[config.mk]
export PLATFORM = sky130hd
export DESIGN_NAME = instr_encoder
export DESIGN_NICKNAME = d
export VERILOG_FILES = /design/src/rtl/rv_pkg.sv /design/src/rtl/imm_scatter.sv /design/src/rtl/instr_encoder.sv
export SDC_FILE = /design/constraint.sdc
export NUM_CORES = 1
export LEC_CHECK = 0
export ABC_CLOCK_PERIOD_IN_PS = 4100
export BUFFER_PORTS_ARGS = -buffer_cell sky130_fd_sc_hd__buf_2
export CAP_MARGIN = 20
export CORE_ASPECT_RATIO = 0.8
export CORE_MARGIN = 8
export CORE_UTILIZATION = 40
export DETAILED_ROUTE_END_ITERATION = 7
export GPL_TIMING_DRIVEN = 0
export HOLD_SLACK_MARGIN = 0.12
export SLEW_MARGIN = 30
export SYNTH_ARGS = -nofsm -noshare
export SYNTH_HDL_FRONTEND = slang
export SYNTH_SLANG_ARGS = --single-unit
[constraint.sdc]
create_clock -name clk -period 4.1 [get_ports clk]
set_clock_uncertainty 0.2 [all_clocks]
set_input_delay 0.41 -clock clk [delete_from_list [all_inputs] [get_ports clk]]
set_output_delay 0.41 -clock clk [all_outputs]
set_load 0.02 [all_outputs]
[src/rtl/rv_pkg.sv]
// Shared RV32I encoding definitions: instruction formats, check result codes,
// opcode constants and the immediate legality check used by the encoder.
package rv_pkg;

   typedef enum logic [2:0] {
      FMT_R = 3'd0,
      FMT_I = 3'd1,
      FMT_S = 3'd2,
      FMT_B = 3'd3,
      FMT_U = 3'd4,
      FMT_J = 3'd5
   } fmt_e;

   localparam logic [1:0] ERR_NONE  = 2'd0;
   localparam logic [1:0] ERR_RANGE = 2'd1;
   localparam logic [1:0] ERR_ALIGN = 2'd2;
   localparam logic [1:0] ERR_FMT   = 2'd3;

   localparam logic [6:0] OP_LUI    = 7'h37;
   localparam logic [6:0] OP_JAL    = 7'h6F;
   localparam logic [6:0] OP_BRANCH = 7'h63;
   localparam logic [6:0] OP_STORE  = 7'h23;
   localparam logic [6:0] OP_IMM    = 7'h13;
   localparam logic [6:0] OP_REG    = 7'h33;

   // addi x0, x0, 0
   localparam logic [31:0] NOP_WORD = {12'd0, 5'd0, 3'd0, 5'd0, OP_IMM};

   function automatic logic imm_in_range(input logic [31:0] imm,
                                         input logic signed [31:0] lo,
                                         input logic signed [31:0] hi);
      return ($signed(imm) >= lo) && ($signed(imm) <= hi);
   endfunction

   // Range is reported ahead of alignment, so an odd out-of-range offset is a range error.
   function automatic logic [1:0] check_imm(input logic [2:0] fmt, input logic [31:0] imm);
      logic [1:0] code;
      code = ERR_NONE;
      case (fmt)
         FMT_R: code = ERR_NONE;
         FMT_I, FMT_S: begin
            if (!imm_in_range(imm, -32'sd2048, 32'sd2047)) code = ERR_RANGE;
            else                                           code = ERR_NONE;
         end
         FMT_B: begin
            if (!imm_in_range(imm, -32'sd4096, 32'sd4094)) code = ERR_RANGE;
            else if (imm[0])                               code = ERR_ALIGN;
            else                                           code = ERR_NONE;
         end
         FMT_J: begin
            if (!imm_in_range(imm, -32'sd1048576, 32'sd1048574)) code = ERR_RANGE;
            else if (imm[0])                                     code = ERR_ALIGN;
            else                                                 code = ERR_NONE;
         end
         FMT_U: begin
            if (imm[11:0] != 12'd0) code = ERR_ALIGN;
            else                    code = ERR_NONE;
         end
         default: code = ERR_FMT;
      endcase
      return code;
   endfunction

endpackage

[src/rtl/imm_scatter.sv]
// Places immediate bits into their RV32I instruction positions for a given
// format; every non-immediate bit position is left zero.
module imm_scatter
   import rv_pkg::*;
(
   input  logic [2:0]  fmt,
   input  logic [31:0] imm,
   output logic [31:0] bits
);

   // Immediate bit placement per format
   always_comb begin
      bits = 32'd0;
      case (fmt)
         FMT_I:   bits = {imm[11:0], 20'd0};
         FMT_S:   bits = {imm[11:5], 13'd0, imm[4:0], 7'd0};
         FMT_B:   bits = {imm[12], imm[10:5], 13'd0, imm[4:1], imm[11], 7'd0};
         FMT_U:   bits = {imm[31:12], 12'd0};
         FMT_J:   bits = {imm[20], imm[10:1], imm[11], imm[19:12], 12'd0};
         default: bits = 32'd0;
      endcase
   end

endmodule

[src/rtl/instr_encoder.sv]
// Two-stage elastic RV32I instruction encoder: stage 1 captures fields and checks
// the immediate, stage 2 holds the packed word, with saturating ok/error counters.
module instr_encoder #(
   parameter int          CNT_W    = 16,
   parameter logic [31:0] NOP_WORD = rv_pkg::NOP_WORD
) (
   input  logic             clk,
   input  logic             rst,
   input  logic             in_valid,
   output logic             in_ready,
   input  logic [2:0]       in_fmt,
   input  logic [6:0]       in_opcode,
   input  logic [4:0]       in_rd,
   input  logic [4:0]       in_rs1,
   input  logic [4:0]       in_rs2,
   input  logic [2:0]       in_funct3,
   input  logic [6:0]       in_funct7,
   input  logic [31:0]      in_imm,
   output logic             out_valid,
   input  logic             out_ready,
   output logic [31:0]      out_instr,
   output logic             out_err,
   output logic [1:0]       out_err_code,
   input  logic             cnt_clr,
   output logic [CNT_W-1:0] cnt_ok,
   output logic [CNT_W-1:0] cnt_err
);
   import rv_pkg::*;

   localparam logic [CNT_W-1:0] CNT_MAX = '1;
   localparam logic [CNT_W-1:0] CNT_ONE = {{(CNT_W-1){1'b0}}, 1'b1};

   logic        s1_valid_r;
   logic [2:0]  s1_fmt_r;
   logic [6:0]  s1_opcode_r;
   logic [4:0]  s1_rd_r, s1_rs1_r, s1_rs2_r;
   logic [2:0]  s1_funct3_r;
   logic [6:0]  s1_funct7_r;
   logic [31:0] s1_imm_r;
   logic [1:0]  s1_err_r;

   logic        out_valid_r, out_err_r;
   logic [31:0] out_instr_r;
   logic [1:0]  out_err_code_r;
   logic [CNT_W-1:0] cnt_ok_r, cnt_err_r;

   logic        s1_ready_s, s2_ready_s, out_xfer_s;
   logic [31:0] reg_bits_s, imm_bits_s, packed_s;

   assign s2_ready_s = !out_valid_r || out_ready;
   assign s1_ready_s = !s1_valid_r || s2_ready_s;
   assign out_xfer_s = out_valid_r && out_ready;

   // Stage 1: capture fields and classify the immediate
   always_ff @(posedge clk) begin
      if (rst) begin
         s1_valid_r  <= 1'b0;
         s1_fmt_r    <= 3'd0;
         s1_opcode_r <= 7'd0;
         s1_rd_r     <= 5'd0;
         s1_rs1_r    <= 5'd0;
         s1_rs2_r    <= 5'd0;
         s1_funct3_r <= 3'd0;
         s1_funct7_r <= 7'd0;
         s1_imm_r    <= 32'd0;
         s1_err_r    <= ERR_NONE;
      end else if (s1_ready_s) begin
         s1_valid_r <= in_valid;
         if (in_valid) begin
            s1_fmt_r    <= in_fmt;
            s1_opcode_r <= in_opcode;
            s1_rd_r     <= in_rd;
            s1_rs1_r    <= in_rs1;
            s1_rs2_r    <= in_rs2;
            s1_funct3_r <= in_funct3;
            s1_funct7_r <= in_funct7;
            s1_imm_r    <= in_imm;
            s1_err_r    <= check_imm(in_fmt, in_imm);
         end
      end
   end

   // Register-index and opcode fields per format; immediates come from imm_scatter
   always_comb begin
      reg_bits_s = 32'd0;
      case (s1_fmt_r)
         FMT_R:        reg_bits_s = {s1_funct7_r, s1_rs2_r, s1_rs1_r, s1_funct3_r, s1_rd_r, s1_opcode_r};
         FMT_I:        reg_bits_s = {12'd0, s1_rs1_r, s1_funct3_r, s1_rd_r, s1_opcode_r};
         FMT_S, FMT_B: reg_bits_s = {7'd0, s1_rs2_r, s1_rs1_r, s1_funct3_r, 5'd0, s1_opcode_r};
         FMT_U, FMT_J: reg_bits_s = {20'd0, s1_rd_r, s1_opcode_r};
         default:      reg_bits_s = 32'd0;
      endcase
   end

   imm_scatter u_imm_scatter (
      .fmt  (s1_fmt_r),
      .imm  (s1_imm_r),
      .bits (imm_bits_s)
   );

   assign packed_s = reg_bits_s | imm_bits_s;

   // Stage 2: output register, held while the consumer stalls
   always_ff @(posedge clk) begin
      if (rst) begin
         out_valid_r    <= 1'b0;
         out_instr_r    <= 32'd0;
         out_err_r      <= 1'b0;
         out_err_code_r <= ERR_NONE;
      end else if (s2_ready_s) begin
         out_valid_r <= s1_valid_r;
         if (s1_valid_r) begin
            out_err_code_r <= s1_err_r;
            out_err_r      <= (s1_err_r != ERR_NONE);
            out_instr_r    <= (s1_err_r != ERR_NONE) ? NOP_WORD : packed_s;
         end
      end
   end

   // Saturating delivery counters; a clear wins over a same-cycle transfer
   always_ff @(posedge clk) begin
      if (rst || cnt_clr) begin
         cnt_ok_r  <= '0;
         cnt_err_r <= '0;
      end else if (out_xfer_s) begin
         if (out_err_r) begin
            if (cnt_err_r != CNT_MAX) cnt_err_r <= cnt_err_r + CNT_ONE;
         end else begin
            if (cnt_ok_r != CNT_MAX) cnt_ok_r <= cnt_ok_r + CNT_ONE;
         end
      end
   end

   assign in_ready     = s1_ready_s;
   assign out_valid    = out_valid_r;
   assign out_instr    = out_instr_r;
   assign out_err      = out_err_r;
   assign out_err_code = out_err_code_r;
   assign cnt_ok       = cnt_ok_r;
   assign cnt_err      = cnt_err_r;

endmodule

[Word-level counts from Yosys, hierarchy flattened]
Cells that the tools add are included.
W data, S select, Z words.
Word-level totals
  flip-flop bits (word level): 138
  input port bits: 72
  word-level logic and storage cells: 67
Operators by class
  add/sub/neg operators: 2
  magnitude comparators: 6
  eq/ne operators: 12
  muxes and demuxes: 9
  bitwise gates (word level): 2
  reductions and logical operators: 20
Operator list (count)
  $pmux W32 S5: 1
  $pmux W32 S4: 1
  $add A16 B1 Y16 const B: 2
  $ge A32 B12 Y1 const B: 1
  $ge A32 B13 Y1 const B: 1
  $ge A32 B21 Y1 const B: 1
  $le A32 B12 Y1 const B: 1
  $le A32 B13 Y1 const B: 1
  $le A32 B21 Y1 const B: 1
  $mux W32: 1
  $ne A16 B16 Y1 const B: 2
  $or A32 B32 Y32: 1
  $eq A3 B2 Y1 const B: 4
  $eq A3 B3 Y1 const B: 4
  $reduce_bool A12 Y1: 1
  $pmux W2 S5: 1
  $mux W2: 4
  $eq A3 B1 Y1 const B: 2
  $logic_not A3 Y1: 2
  $reduce_and A3 Y1: 2
  $reduce_or A2 Y1: 3
  $logic_and A1 B1 Y1: 4
  $reduce_and A2 Y1: 2
  $logic_or A1 B1 Y1: 3
  4 further kinds: 5

[Longest topological paths before layout]
  depth after elaboration: 5
  depth in mapped cells: 7
  mapped depth without buffers: 6

[Cells and area by module]
Synthesis repeated with hierarchy kept, for this count alone.
Second synthesis, totals
  cells, all modules: 770
  area, all modules: 6174.7 um2
By module, submodules not included
  instr_encoder: times used 1, cells each 705, area an instance 5764.3 um2, seq. area each 2762.6 um2
  imm_scatter: times used 1, cells each 65, area an instance 410.4 um2, seq. area each 0.0 um2

[Worst setup path after synthesis]
Ideal clock, no wire load.
  kind: register -> register
  start point: register cnt_err_r[0] (netlist: cnt_err[0])
  end point: register cnt_err_r[6] (netlist: cnt_err[6])
  library setup time: 0.070 ns
  arrival: 1.880 ns
  required time: 3.830 ns
  path slack: 1.949 ns
  cell stages (with the launch flop): 7
  clock period less this slack: 2.151 ns
  cell sequence: dfxtp_1 > ha_1 > nand3_1 > or4_1 > clkbuf_1 > or3_1 > a21oi_1
Between the ends
  longest elaborated chain between the ends: 2
  elaborated cells between the ends (all ways): 3
  those cells by class: 1 x add/sub; 1 x eq/ne; 1 x reduce/logical
RTL lines
  start, declared: line instr_encoder.sv:45  | logic [CNT_W-1:0] cnt_ok_r, cnt_err_r;
  start signal, assigned: line instr_encoder.sv:127  | if (cnt_err_r != CNT_MAX) cnt_err_r <= cnt_err_r + CNT_ONE;
  branches (longest 2 deep; another with $add A16 B1 Y16)
Several ways; the timed one is not identified.
A chain may end at the register's enable or synchronous reset.

[Final worst setup path]
  start point: input port in_imm[11]
  end point: register s1_err_r[0]
Between the ends
  longest elaborated chain between the ends: 4
  elaborated cells between the ends (all ways): 13
  those cells by class: 6 x order compare; 4 x mux; 3 x reduce/logical
RTL lines
  start, declared: line instr_encoder.sv:18  | input logic [31:0] in_imm,
  $ge A32 B21 Y1 (tied with other cells): line rv_pkg.sv:32  | return ($signed(imm) >= lo) && ($signed(imm) <= hi);
  $logic_and A1 B1 Y1: line rv_pkg.sv:32
  $mux W2 (tied with other cells): line rv_pkg.sv:51  | if (!imm_in_range(imm, -32'sd1048576, 32'sd1048574)) code = ERR_RANGE;
  $pmux W2 S5 *: line rv_pkg.sv:39  | case (fmt)
  end signal, assigned: line instr_encoder.sv:78  | s1_err_r <= check_imm(in_fmt, in_imm);
  end, declared: line instr_encoder.sv:40  | logic [1:0] s1_err_r;
Mark *: on every way between the ends. The rest lies on a longest branch, timed or not.

==> qor.yml <==
fin_tns_setup_ns: 0
coreArea_mm2: 0.0148
dpl.hpwl_mm: 14.0
worst_slew_pin_slew_ns: 0.669
synthTopCellsByArea: "dfxtp_1 46%, nand2_1 10%, a21oi_1 9.2%"
seqCellArea_mm2: 0.00276
worst_skew_pair.late_latency_ns: 0.42
cts_tree: "yes"
yosysUniqueCellTypes: 54
fin_crit_ns: 2.34
grt_pass1_vias: 5802
grt_pass1_wl_mm: 30.7
synth_nets: 824
synth-async-reset-ratio_pct: 0
synth_cells: 750
avgSynthCellArea_um2: 7.94
r2r_slack_ns: 1.88
cts_sinks: 138
wirelength_mm: 19.3
status: "finished, final reports clean"
crit_required_ns: 4.23
min_path_cells: 3
port_buffers: 137
wl_per_cell_um: 16.4
post_cts_resize_count: 0
fin_area_mm2: 0.00814
hold_path_class: "in -> reg"
rows: 40
post-route-period-util_pct: 57.1
drt-pass1-iter-count: 6
drv_cap: 0
n_fill_cell: 1409
ys_ff_latch: 138
track_usage_pct: 19.9
cts_setup_buffers: 0
initial_core_util_pct: 40.3
synth_edf_count: 0
setup-violations-final: 0
slew_violations: 0
r2r-end: "s1_fmt_r[0]"
cts_buffer_depth: 2
grt-ovfl-total: 0
ys.warnings.count: 0
endpoint_kind: "register"
vias_per_cell: 5.24
root_buffer: "clkbuf_16"
synth_top_cell_area_share_pct: 46.4
crit_path_max_fanout: 7
hold_violations: 0
io_pins: 141
cts_hold_buf: 66
reg2reg_depth: 6
grt_antenna_before_repair: 1
critPathArrivalTime_ns: 2.47
critPathLaunchType: "primary input"
p_leak_nw: 3.26
hold_end: "s1_fmt_r[1]"
final_layout_size_suffix_gt1_share_pct: 18.4
synth_top_area_cell: "dfxtp_1"
grt_max_degree: 17
cts_buffers: 17
gp_congestion: 0.849
hp-start: "in_fmt[1]"
ir_worst_vdd_v: 0.000307
synthesis.area_mm2: 0.00596
clock.fmax_mhz: 427
cts.htree.levels: 4
reg2reg_from: "out_valid"
dominantRegCellSynth: "dfxtp_1"
synth-seq-area-share_pct: 46.4
place_area_mm2: 0.00688
powerDensity_mw_per_mm2: 409
nets: 1046
max_slew_margin_pct: 55.4
drtIter0Drc: 441
clk_pin_slew_worst_paths_ns: 0.06
via_count: 6150
area_growth_pct: 36.6
critPathKind: "in -> reg"
rsz0062_at_grt: "false"
dieWidth_um: 152
multi_input_area_mm2: 0.00296
die_h_um: 125
antenna_left: 0
dieArea_mm2: 0.0191
drc: 0
## how the worst max path moves through the flow
stage          startpoint              to  slack [ns]
6_report       in_imm[11]     s1_err_r[0]        1.76
5_1_grt         out_valid     s1_rs1_r[1]        1.64
4_1_cts        in_imm[11]     s1_err_r[0]        1.83
3_5_place_dp    out_ready      s1_rd_r[0]        1.72
3_3_place_gp    out_ready  s1_opcode_r[3]        1.73
2_1_floorplan  cnt_err[0]      cnt_err[6]        1.95
## Yosys cell counts, types with 6 or more instances
cell / count
a21oi_1: 109
a22oi_1: 31
and2_1: 7
clkbuf_1: 43
dfxtp_1: 138
inv_1: 6
nand2_1: 161
nand3_1: 15
nand4_1: 17
nor2_1: 71
nor2b_1: 12
nor3_1: 9
nor3b_1: 8
nor4_1: 8
o21ai_1: 6
o22ai_1: 6
or3_1: 10
xnor2_1: 12
xor2_1: 10
## kinds of logic after synthesis
group | share of synthesized area, %
flops | 46.4
buf+inv | 3.87
compound gates | 17.9
mux | 0.882
xor+xnor | 3.24
fa+ha+maj | 0.420
simple gates | 27.3
## through the flow
stage	worst slack, ns	total power, W	hold WS, ns	std cells	utilization, %
after floorplan	1.95	0.00162	0.232	750	-
after global placement	1.73	0.00174	0.238	1076	46.6
after detailed placement	1.72	0.00174	0.243	1076	46.6
after CTS	1.83	0.00334	0.158	1173	55.1
after global routing	1.64	0.00344	0.192	1174	55.1
final	1.76	0.00332	0.181	1174	55.1
## per-layer routing
layer	vias to the layer above	wire, um	global-route usage, %	part of all wire (%)
met5	-	0	0	0
met4	0	291	5.92	1.5
met3	30	1440	5.99	7.5
met2	207	8510	31.0	44
met1	2846	9060	26.2	47
li1	3067	-	-	-
## worst max-delay path, stage by stage
cell and delay, ns:
dlygate4sd3_1 0.53, buf_2 0.20, nand4_1 0.13, or3_4 0.41
o31a_1 0.27, or3_1 0.32, a311oi_1 0.21
## power breakdown
part	total, W	internal, W	switching (W)
logic	0.000339	0.000142	0.000197
clock network	0.00155	0.000994	0.000561
registers	0.00143	0.00139	0.0000380
## cells in the final DEF, fill, tap and decap left out, drive strengths merged, types with 7 or more instances in the layout
cell           n
buf          145
nor3          11
nand2        161
nor3b         10
xnor2         12
a21oi        109
nand3         15
or3           11
nor2          71
nand4         18
o21ai         10
nor2b         12
inv            7
dfxtp        138
and2           7
a22oi         31
dlygate4sd3   66
nor4           9
xor2          10
clkbuf        65
## sequential cells by signal, indices dropped and copies added (netlist names), 2 cells and up
name and count:
cnt_err 16, cnt_ok 16, out_err_code 2, out_instr 32, s1_err_r 2, s1_fmt_r 3, s1_funct3_r 3, s1_funct7_r 7
s1_imm_r 32, s1_opcode_r 7, s1_rd_r 5, s1_rs1_r 5, s1_rs2_r 5
## final cells by class
| type | count | area share, % |
|---|---|---|
| antenna | 1 | 0.0308 |
| buffer | 52 | 2.51 |
| clock buffer | 22 | 5.83 |
| clock inverter | 9 | 1.48 |
| inverter | 7 | 0.323 |
| multi-input combinational | 553 | 36.4 |
| sequential | 138 | 34.0 |
| tap | 189 | 2.91 |
| timing repair buffer | 203 | 16.5 |
Power figures use the tool's default switching activity.
